===== src/rtl/regfile_dump_reader_pkg.sv =====
// Shared types and default geometry for the register-file dump reader.
// Defaults match the 64 x 16-bit register file.
package regfile_dump_reader_pkg;

  localparam int unsigned AddrWidth = 6;
  localparam int unsigned DataWidth = 16;

  typedef enum logic [1:0] {
    StIdle,
    StFetch,
    StSend,
    StFinish
  } dump_state_t;

endpackage


===== src/rtl/regfile_dump_reader_if.sv =====
// Valid/ready word stream carrying dumped register-file contents.
// The dump reader is the master; the downstream sink is the slave.
interface regfile_dump_reader_if #(
  parameter int unsigned DataWidth = 16
);

  logic [DataWidth-1:0] data;
  logic                 valid;
  logic                 ready;
  logic                 last;

  modport master (output data, output valid, output last, input ready);
  modport slave  (input data, input valid, input last, output ready);

endinterface


===== src/rtl/regfile_dump_reader_checksum_acc.sv =====
// Running modulo-2**Width sum of words transferred during a dump.
// Only instantiated when REGFILE_DUMP_CHECKSUM_EN is defined.
module dump_checksum_acc #(
  parameter int unsigned Width = 16
) (
  input  logic             clk_i,
  input  logic             rst_ni,
  input  logic             clear_i,
  input  logic             add_i,
  input  logic [Width-1:0] data_i,
  output logic [Width-1:0] sum_o
);

  logic [Width-1:0] sum_d, sum_q;

  always_comb begin
    sum_d = sum_q;
    if (clear_i) begin
      sum_d = '0;
    end else if (add_i) begin
      sum_d = sum_q + data_i;
    end
  end

  always_ff @(posedge clk_i) begin
    if (!rst_ni) begin
      sum_q <= '0;
    end else begin
      sum_q <= sum_d;
    end
  end

  assign sum_o = sum_q;

endmodule


===== src/rtl/regfile_dump_reader.sv =====
// Walks a range of register-file addresses and streams each word out over valid/ready.
// Define REGFILE_DUMP_CHECKSUM_EN to add the checksum_o output and its accumulator.
module regfile_dump_reader
  import regfile_dump_reader_pkg::*;
#(
  parameter int unsigned AddressWidth  = AddrWidth,
  parameter int unsigned RegisterWidth = DataWidth
) (
  input  logic                     clk_i,
  input  logic                     rst_ni,
  input  logic                     start_i,
  input  logic [AddressWidth-1:0]  base_addr_i,
  input  logic [AddressWidth:0]    count_i,
  output logic [AddressWidth-1:0]  rf_addr_o,
  input  logic [RegisterWidth-1:0] rf_rdata_i,
  regfile_dump_reader_if.master    out_if,
  output logic                     busy_o,
`ifdef REGFILE_DUMP_CHECKSUM_EN
  output logic [RegisterWidth-1:0] checksum_o,
`endif
  output logic                     done_o
);

  dump_state_t               state_q;
  logic [AddressWidth-1:0]   rf_addr_q;
  logic [AddressWidth:0]     remaining_q;
  logic [RegisterWidth-1:0]  out_data_q;
  logic                      out_valid_q;
  logic                      out_last_q;
  logic                      busy_q;
  logic                      done_q;

  logic start_accept;
  logic xfer;
  logic load_word;

  always_comb begin
    start_accept = (state_q == StIdle) && start_i;
    xfer         = out_valid_q && out_if.ready;
    // rf_addr_q doubles as the dump pointer, so the async read already reflects it
    load_word    = (state_q == StFetch) ||
                   ((state_q == StSend) && xfer && (remaining_q != '0));
  end

  always_ff @(posedge clk_i) begin
    if (!rst_ni) begin
      state_q     <= StIdle;
      rf_addr_q   <= '0;
      remaining_q <= '0;
      out_data_q  <= '0;
      out_valid_q <= 1'b0;
      out_last_q  <= 1'b0;
      busy_q      <= 1'b0;
      done_q      <= 1'b0;
    end else begin
      done_q <= 1'b0;
      unique case (state_q)
        StIdle: begin
          if (start_i) begin
            rf_addr_q   <= base_addr_i;
            remaining_q <= count_i;
            busy_q      <= 1'b1;
            state_q     <= (count_i == '0) ? StFinish : StFetch;
          end
        end
        StFetch: begin
          state_q <= StSend;
        end
        StSend: begin
          if (xfer && (remaining_q == '0)) begin
            out_valid_q <= 1'b0;
            out_last_q  <= 1'b0;
            state_q     <= StFinish;
          end
        end
        StFinish: begin
          done_q  <= 1'b1;
          busy_q  <= 1'b0;
          state_q <= StIdle;
        end
        default: state_q <= StIdle;
      endcase

      if (load_word) begin
        out_data_q  <= rf_rdata_i;
        out_valid_q <= 1'b1;
        out_last_q  <= (remaining_q == 1);
        rf_addr_q   <= rf_addr_q + 1'b1;
        remaining_q <= remaining_q - 1'b1;
      end
    end
  end

  assign rf_addr_o    = rf_addr_q;
  assign out_if.data  = out_data_q;
  assign out_if.valid = out_valid_q;
  assign out_if.last  = out_last_q;
  assign busy_o       = busy_q;
  assign done_o       = done_q;

`ifdef REGFILE_DUMP_CHECKSUM_EN
  dump_checksum_acc #(
    .Width (RegisterWidth)
  ) u_checksum (
    .clk_i   (clk_i),
    .rst_ni  (rst_ni),
    .clear_i (start_accept),
    .add_i   (xfer),
    .data_i  (out_data_q),
    .sum_o   (checksum_o)
  );
`else
  logic unused_start_accept;
  assign unused_start_accept = start_accept;
`endif

endmodule


===== src/flat_wrapper.sv =====
// flat-port wrapper written by rule: the top's interface ports become plain ports
module regfile_dump_reader_flat import regfile_dump_reader_pkg::*;
#(
  parameter int unsigned AddressWidth  = AddrWidth,
  parameter int unsigned RegisterWidth = DataWidth
)
  (clk_i, rst_ni, start_i, base_addr_i, count_i, rf_addr_o, rf_rdata_i, busy_o, done_o, out_if_data, out_if_valid, out_if_last, out_if_ready);
  regfile_dump_reader_if #(.DataWidth(16)) out_if_i ();
  input  logic clk_i;
  input  logic rst_ni;
  input  logic start_i;
  input  logic [AddressWidth-1:0] base_addr_i;
  input  logic [AddressWidth:0] count_i;
  output logic [AddressWidth-1:0] rf_addr_o;
  input  logic [RegisterWidth-1:0] rf_rdata_i;
  output logic busy_o;
  output logic done_o;
  output wire logic [$bits(out_if_i.data)-1:0] out_if_data;
  output wire logic [$bits(out_if_i.valid)-1:0] out_if_valid;
  output wire logic [$bits(out_if_i.last)-1:0] out_if_last;
  input wire logic [$bits(out_if_i.ready)-1:0] out_if_ready;
  assign out_if_data = out_if_i.data;
  assign out_if_valid = out_if_i.valid;
  assign out_if_last = out_if_i.last;
  assign out_if_i.ready = out_if_ready;
  regfile_dump_reader #(.AddressWidth(AddressWidth), .RegisterWidth(RegisterWidth)) u_core (.clk_i(clk_i), .rst_ni(rst_ni), .start_i(start_i), .base_addr_i(base_addr_i), .count_i(count_i), .rf_addr_o(rf_addr_o), .rf_rdata_i(rf_rdata_i), .out_if(out_if_i), .busy_o(busy_o), .done_o(done_o));
endmodule

===== config.mk =====
export PLATFORM = sky130hd
export DESIGN_NAME = regfile_dump_reader_flat
export DESIGN_NICKNAME = d
export VERILOG_FILES = /design/src/rtl/regfile_dump_reader_pkg.sv /design/src/rtl/regfile_dump_reader_if.sv /design/src/rtl/regfile_dump_reader_checksum_acc.sv /design/src/rtl/regfile_dump_reader.sv /design/src/flat_wrapper.sv
export SDC_FILE = /design/constraint.sdc
export NUM_CORES = 1
export LEC_CHECK = 0
export ABC_CLOCK_PERIOD_IN_PS = 4200
export CORE_UTILIZATION = 49
export DETAILED_ROUTE_END_ITERATION = 7
export PLACE_DENSITY_LB_ADDON = 0.08
export SETUP_SLACK_MARGIN = 0.05
export SYNTH_ARGS = -nofsm -noshare
export SYNTH_HDL_FRONTEND = slang
export SYNTH_SLANG_ARGS = --single-unit

===== constraint.sdc =====
create_clock -name clk_i -period 4.2 [get_ports clk_i]
set_input_delay 0.84 -clock clk_i [delete_from_list [all_inputs] [get_ports clk_i]]
set_output_delay 0.84 -clock clk_i [all_outputs]
set_load 0.05 [all_outputs]

**Word-level counts from Yosys, hierarchy flattened**

Cells that the tools add are included.

- Register bits: 35
- Input bits: 33
- Output and inout port bits: 26
- Word-level logic and storage cells: 51

- $add $sub $neg: 2
- Equal/unequal tests: 6
- Multiplexer cells: 17
- Reduce and logical (&&, ||, !) cells: 18

Operator list:

| kind | number |
|---|---|
| $mux W7 | 3 |
| $mux W6 | 3 |
| $logic_not A7 Y1 | 2 |
| $reduce_bool A2 Y1 | 5 |
| $pmux W2 S4 | 1 |
| $reduce_and A2 Y1 | 4 |
| $eq A7 B1 Y1 const B | 1 |
| $reduce_bool A7 Y1 | 1 |
| $sub A7 B1 Y7 const B | 1 |
| $add A6 B1 Y6 const B | 1 |
| $mux W1 | 6 |
| $mux W2 | 3 |
| $eq A2 B2 Y1 const B | 2 |
| $logic_and A1 B1 Y1 | 4 |
| $ne A2 B2 Y1 const B | 2 |
| $eq A2 B1 Y1 const B | 1 |
| $logic_not A2 Y1 | 1 |
| $pmux W1 S2 | 1 |
| $logic_or A1 B1 Y1 | 1 |

**Logic depth before layout (Yosys ltp)**

- Depth in word-level cells: 6
- Depth in mapped cells: 8
- Gate-level depth less buffers: 6

**Least setup slack after synthesis**

No wires, ideal clock.

- Path type: input to register
- Start: input out_if_ready
- End: register u_core.rf_addr_q[5] (netlist: u_core.rf_addr_o[5])
- Setup time: 0.079 ns
- Arrival time: 1.863 ns
- Setup slack: 2.258 ns
- Cell stages on the path: 5
- Path buffers: 1
- Cells stage by stage: a31oi_4 a31o_1 buf_6 or4_1 o211ai_1

- Longest elaborated chain between the ends: 6
- Elaborated cells on any way between the ends: 8
- Those cells by class: 1 x mux; 7 x reduce/logical

Ends and longest elaborated chain:

| element | RTL line | RTL |
|---|---|---|
| start, declared | flat_wrapper.sv:21 | `input wire logic [$bits(out_if_i.ready)-1:0] out_if_ready;` |
| $logic_and A1 B1 Y1 (*) | regfile_dump_reader.sv:39 | `xfer = out_valid_q && out_if.ready;` |
| $logic_and A1 B1 Y1 (*) (2 in series) | regfile_dump_reader.sv:42 | `((state_q == StSend) && xfer && (remaining_q != '0));` |
| $logic_or A1 B1 Y1 (*) | regfile_dump_reader.sv:41 | `load_word = (state_q == StFetch) \|\|` |
| $reduce_bool A2 Y1 (no line) | n/a |  |
| $reduce_and A2 Y1 (no line) | n/a |  |
| end signal, assigned | regfile_dump_reader.sv:60 | `rf_addr_q <= base_addr_i;` |
| end signal, assigned | regfile_dump_reader.sv:88 | `rf_addr_q <= rf_addr_q + 1'b1;` |
| end, declared | regfile_dump_reader.sv:25 | `logic [AddressWidth-1:0] rf_addr_q;` |

Every way passes the cells marked *; elsewhere a longest branch is shown, timed or not.
A chain may end at the register's enable or synchronous reset.

**Worst setup path after layout**

- Start: input out_if_ready
- End: register u_core.rf_addr_q[2] (netlist: u_core.rf_addr_o[2])

Same word-level chain as after synthesis.

==> results.py <==
metrics = {
    "placed_design": {
        "port_buffers": 58,
        "place_area_sq_um": 2330,
        "dp_hpwl_microns": 2710,
        "place_congestion": 0.850,
        "dp_worst_setup_slack_ps": 1030,
        "place_inst": 304,
    },
    "cts": {
        "cts_tree": "built",
        "path_clk_slew_ps": 100,
        "clock-sinks": 35,
        "cts_hold_buf": 0,
        "htree_levels": 2,
        "cts_setup_buffers": 0,
        "clock_latency_ps": 350,
        "cts.path.max_buffers": 2,
        "numCtsBuffers": 5,
        "root_buffer": "clkbuf_4",
        "cts_resized": 0,
    },
    "floorplan": {
        "core_area_sq_um": 3390,
        "rows": 21,
        "num_io_pins": 59,
        "die_x_microns": 61.8,
        "die-area_sq_um": 3820,
        "start_util_pct": 51.7,
        "dieHeight_microns": 61.8,
    },
    "setup_path": {
        "cp_data_arrival_time_ps": 3110,
        "cp.required_ps": 4440,
        "cp-end-kind": "register",
        "critPathMaxFanout": 31,
        "startpoint_type": "input pin",
        "path_class": "in -> reg",
    },
    "synthesis": {
        "yosysSeqAreaShare_pct": 40.0,
        "synth_top_family_by_area": "simple AND/OR/NAND/NOR gates",
        "synth.net_count": 254,
        "synth_area_leaders": "dfxtp_1 40%, nand2_1 11%, a21oi_1 6.9%",
        "synth-edff-count": 0,
        "synth_top_area_share_pct": 40.0,
        "ys.warnings.count": 0,
        "synth_compound_area_share_pct": 20.8,
        "synth-simple-area-share_pct": 24.3,
        "synth_flop_cell": "dfxtp_1",
        "synth_area_per_cell_sq_um": 8.22,
        "synthAdderAreaFrac_pct": 5.71,
        "muxShareOfSynthArea_pct": 3.43,
        "synthXorXnorAreaFrac_pct": 0.500,
        "asyncSetResetFlopFracSynth_pct": 0,
        "synth_cells": 213,
        "synth.ff_latch_count": 35,
        "netlist-cell-type-count": 39,
        "syn_area_sq_um": 1750,
        "synth_top_cell_by_area": "dfxtp_1",
    },
    "flow_run": {
        "drv_cap": 0,
    },
    "detailed_routing": {
        "drt-pass1-iter-count": 4,
        "viasPerCell": 5.47,
        "wire_per_inst_microns": 13.0,
        "first_iter_violations": 65,
        "vias": 1707,
        "ant_nets": 0,
        "drc": 0,
        "finalWirelength_microns": 4050,
    },
    "layout": {
        "n_antenna_cell": 0,
        "final_cell_mix": "58 x clkdlybuf4s50_1, 49 x nand2_1, 35 x dfxtp_1, 24 x a21oi_1",
        "final_common_cell": "clkdlybuf4s50_1",
        "instances_no_fill": 312,
        "post-route-util_pct": 70.4,
        "drive_above_1_share_pct": 6.39,
        "fin_area_sq_um": 2380,
        "syn2layout_area_growth_pct": 36.1,
        "num-nets-final": 306,
    },
    "timing": {
        "period_minus_slack_ps": 2880,
        "period_share_pct": 68.5,
        "tightest_slew_ps": 1090,
        "fin_tns_setup_ps": 0,
        "hold_viol": 0,
        "fmax_ghz": 0.348,
        "finalClockSkew_ps": 6.99,
        "maxSlewHeadroom_pct": 27.5,
        "setup_viol": 0,
        "rsz0062_at_grt": "no",
        "fin_hold_ws_ps": 459,
        "worst_slack_ps": 1320,
        "drv_slew": 0,
    },
    "status": {
        "outcome": "finished, final reports clean",
    },
    "min_path": {
        "worstHoldPathType": "reg -> reg",
    },
    "power": {
        "power.density_nw_per_um2": 775,
        "total_power_mw": 1.85,
        "p_leak_nw": 0.846,
        "ir_drop_v": 0.000443,
    },
    "grt": {
        "grt_pass1_vias": 1468,
        "grt_pass1_wl_microns": 6510,
        "grt_usage_pct": 23.6,
        "grt_antenna_before_repair": 0,
        "gr-total-overflow": 0,
        "grt_max_degree": 33,
    },
}
-- cells by family (layout without fill, tap and decap cells) --
| logic type | Yosys count | count (layout) |
|---|---|---|
| buf+inv | 21 | 74 |
| flops | 35 | 35 |
| xor+xnor | 1 | 1 |
| fa+ha+maj | 8 | 8 |
| compound gates | 52 | 52 |
| simple gates | 90 | 90 |
| mux | 6 | 6 |
-- area by class of cell --
cell class | count | area (sq um)
Timing Repair Buffer | 59 | 588
Fill cell | 273 | 1000
Clock buffer | 6 | 41.3
Inverter | 7 | 26.3
Multi-Input combinational cell | 157 | 958
Clock inverter | 2 | 12.5
Tap cell | 46 | 57.6
Sequential cell | 35 | 701
-- registers in the layout (all words and copies together), names as in the netlist --
signal and flops:
u_core.busy_o 1, u_core.done_o 1, u_core.out_if.data 16, u_core.out_if.last 1, u_core.out_if.valid 1, u_core.remaining_q 7
u_core.rf_addr_o 6, u_core.state_q 2
-- synth_stat cells, types with 2 or more instances --
master     n
mux2i_1    6
buf_2      2
nor3_1     5
nand4_1    4
o21ai_0    4
a311oi_1   2
or2_2      2
nand2_1   49
and2_1     2
nor2b_1    2
nor4_1     3
a221oi_1   3
or4_1      4
nor2_1     6
a31oi_4    2
o211ai_1   6
a31oi_1    3
a21oi_1   24
dfxtp_1   35
clkbuf_1   9
a311o_1    2
inv_1      7
nand3_1    8
ha_1       8
-- power by group --
part | switching (mW) | internal, mW
clock network | 0.117 | 0.0646
logic | 0.705 | 0.409
registers | 0.104 | 0.447
-- worst max-delay path, cell delays in order --
cell and delay (ps):
clkdlybuf4s50_1 490, a31oi_4 320, a31o_1 880, mux2i_1 180
a311o_1 390
-- layer usage --
| metal | GRT usage, % | vias to the layer above | share of wire (%) |
|---|---|---|---|
| met4 | 7.94 | 0 | 0.49 |
| met5 | 0 | - | 0 |
| met2 | 37.6 | 67 | 46 |
| met1 | 30.3 | 775 | 47 |
| li1 | - | 863 | - |
| met3 | 7.45 | 2 | 6.4 |
-- path summary, 6_finish.rpt --
path	start	end	cells after the start	slack, ps
worst max-delay path	out_if_ready	u_core.rf_addr_o[2]$_SDFFE_PN0P_	5	1320
worst min register to register	u_core.out_if.data[3]$_SDFFE_PN0P_	u_core.out_if.data[3]$_SDFFE_PN0P_	2	460
worst min-delay path	u_core.out_if.data[3]$_SDFFE_PN0P_	u_core.out_if.data[3]$_SDFFE_PN0P_	2	460
worst max register to register	u_core.state_q[0]$_SDFFE_PN0P_	u_core.rf_addr_o[2]$_SDFFE_PN0P_	6	1530
Note: power is estimated with default switching activity, not from simulation.
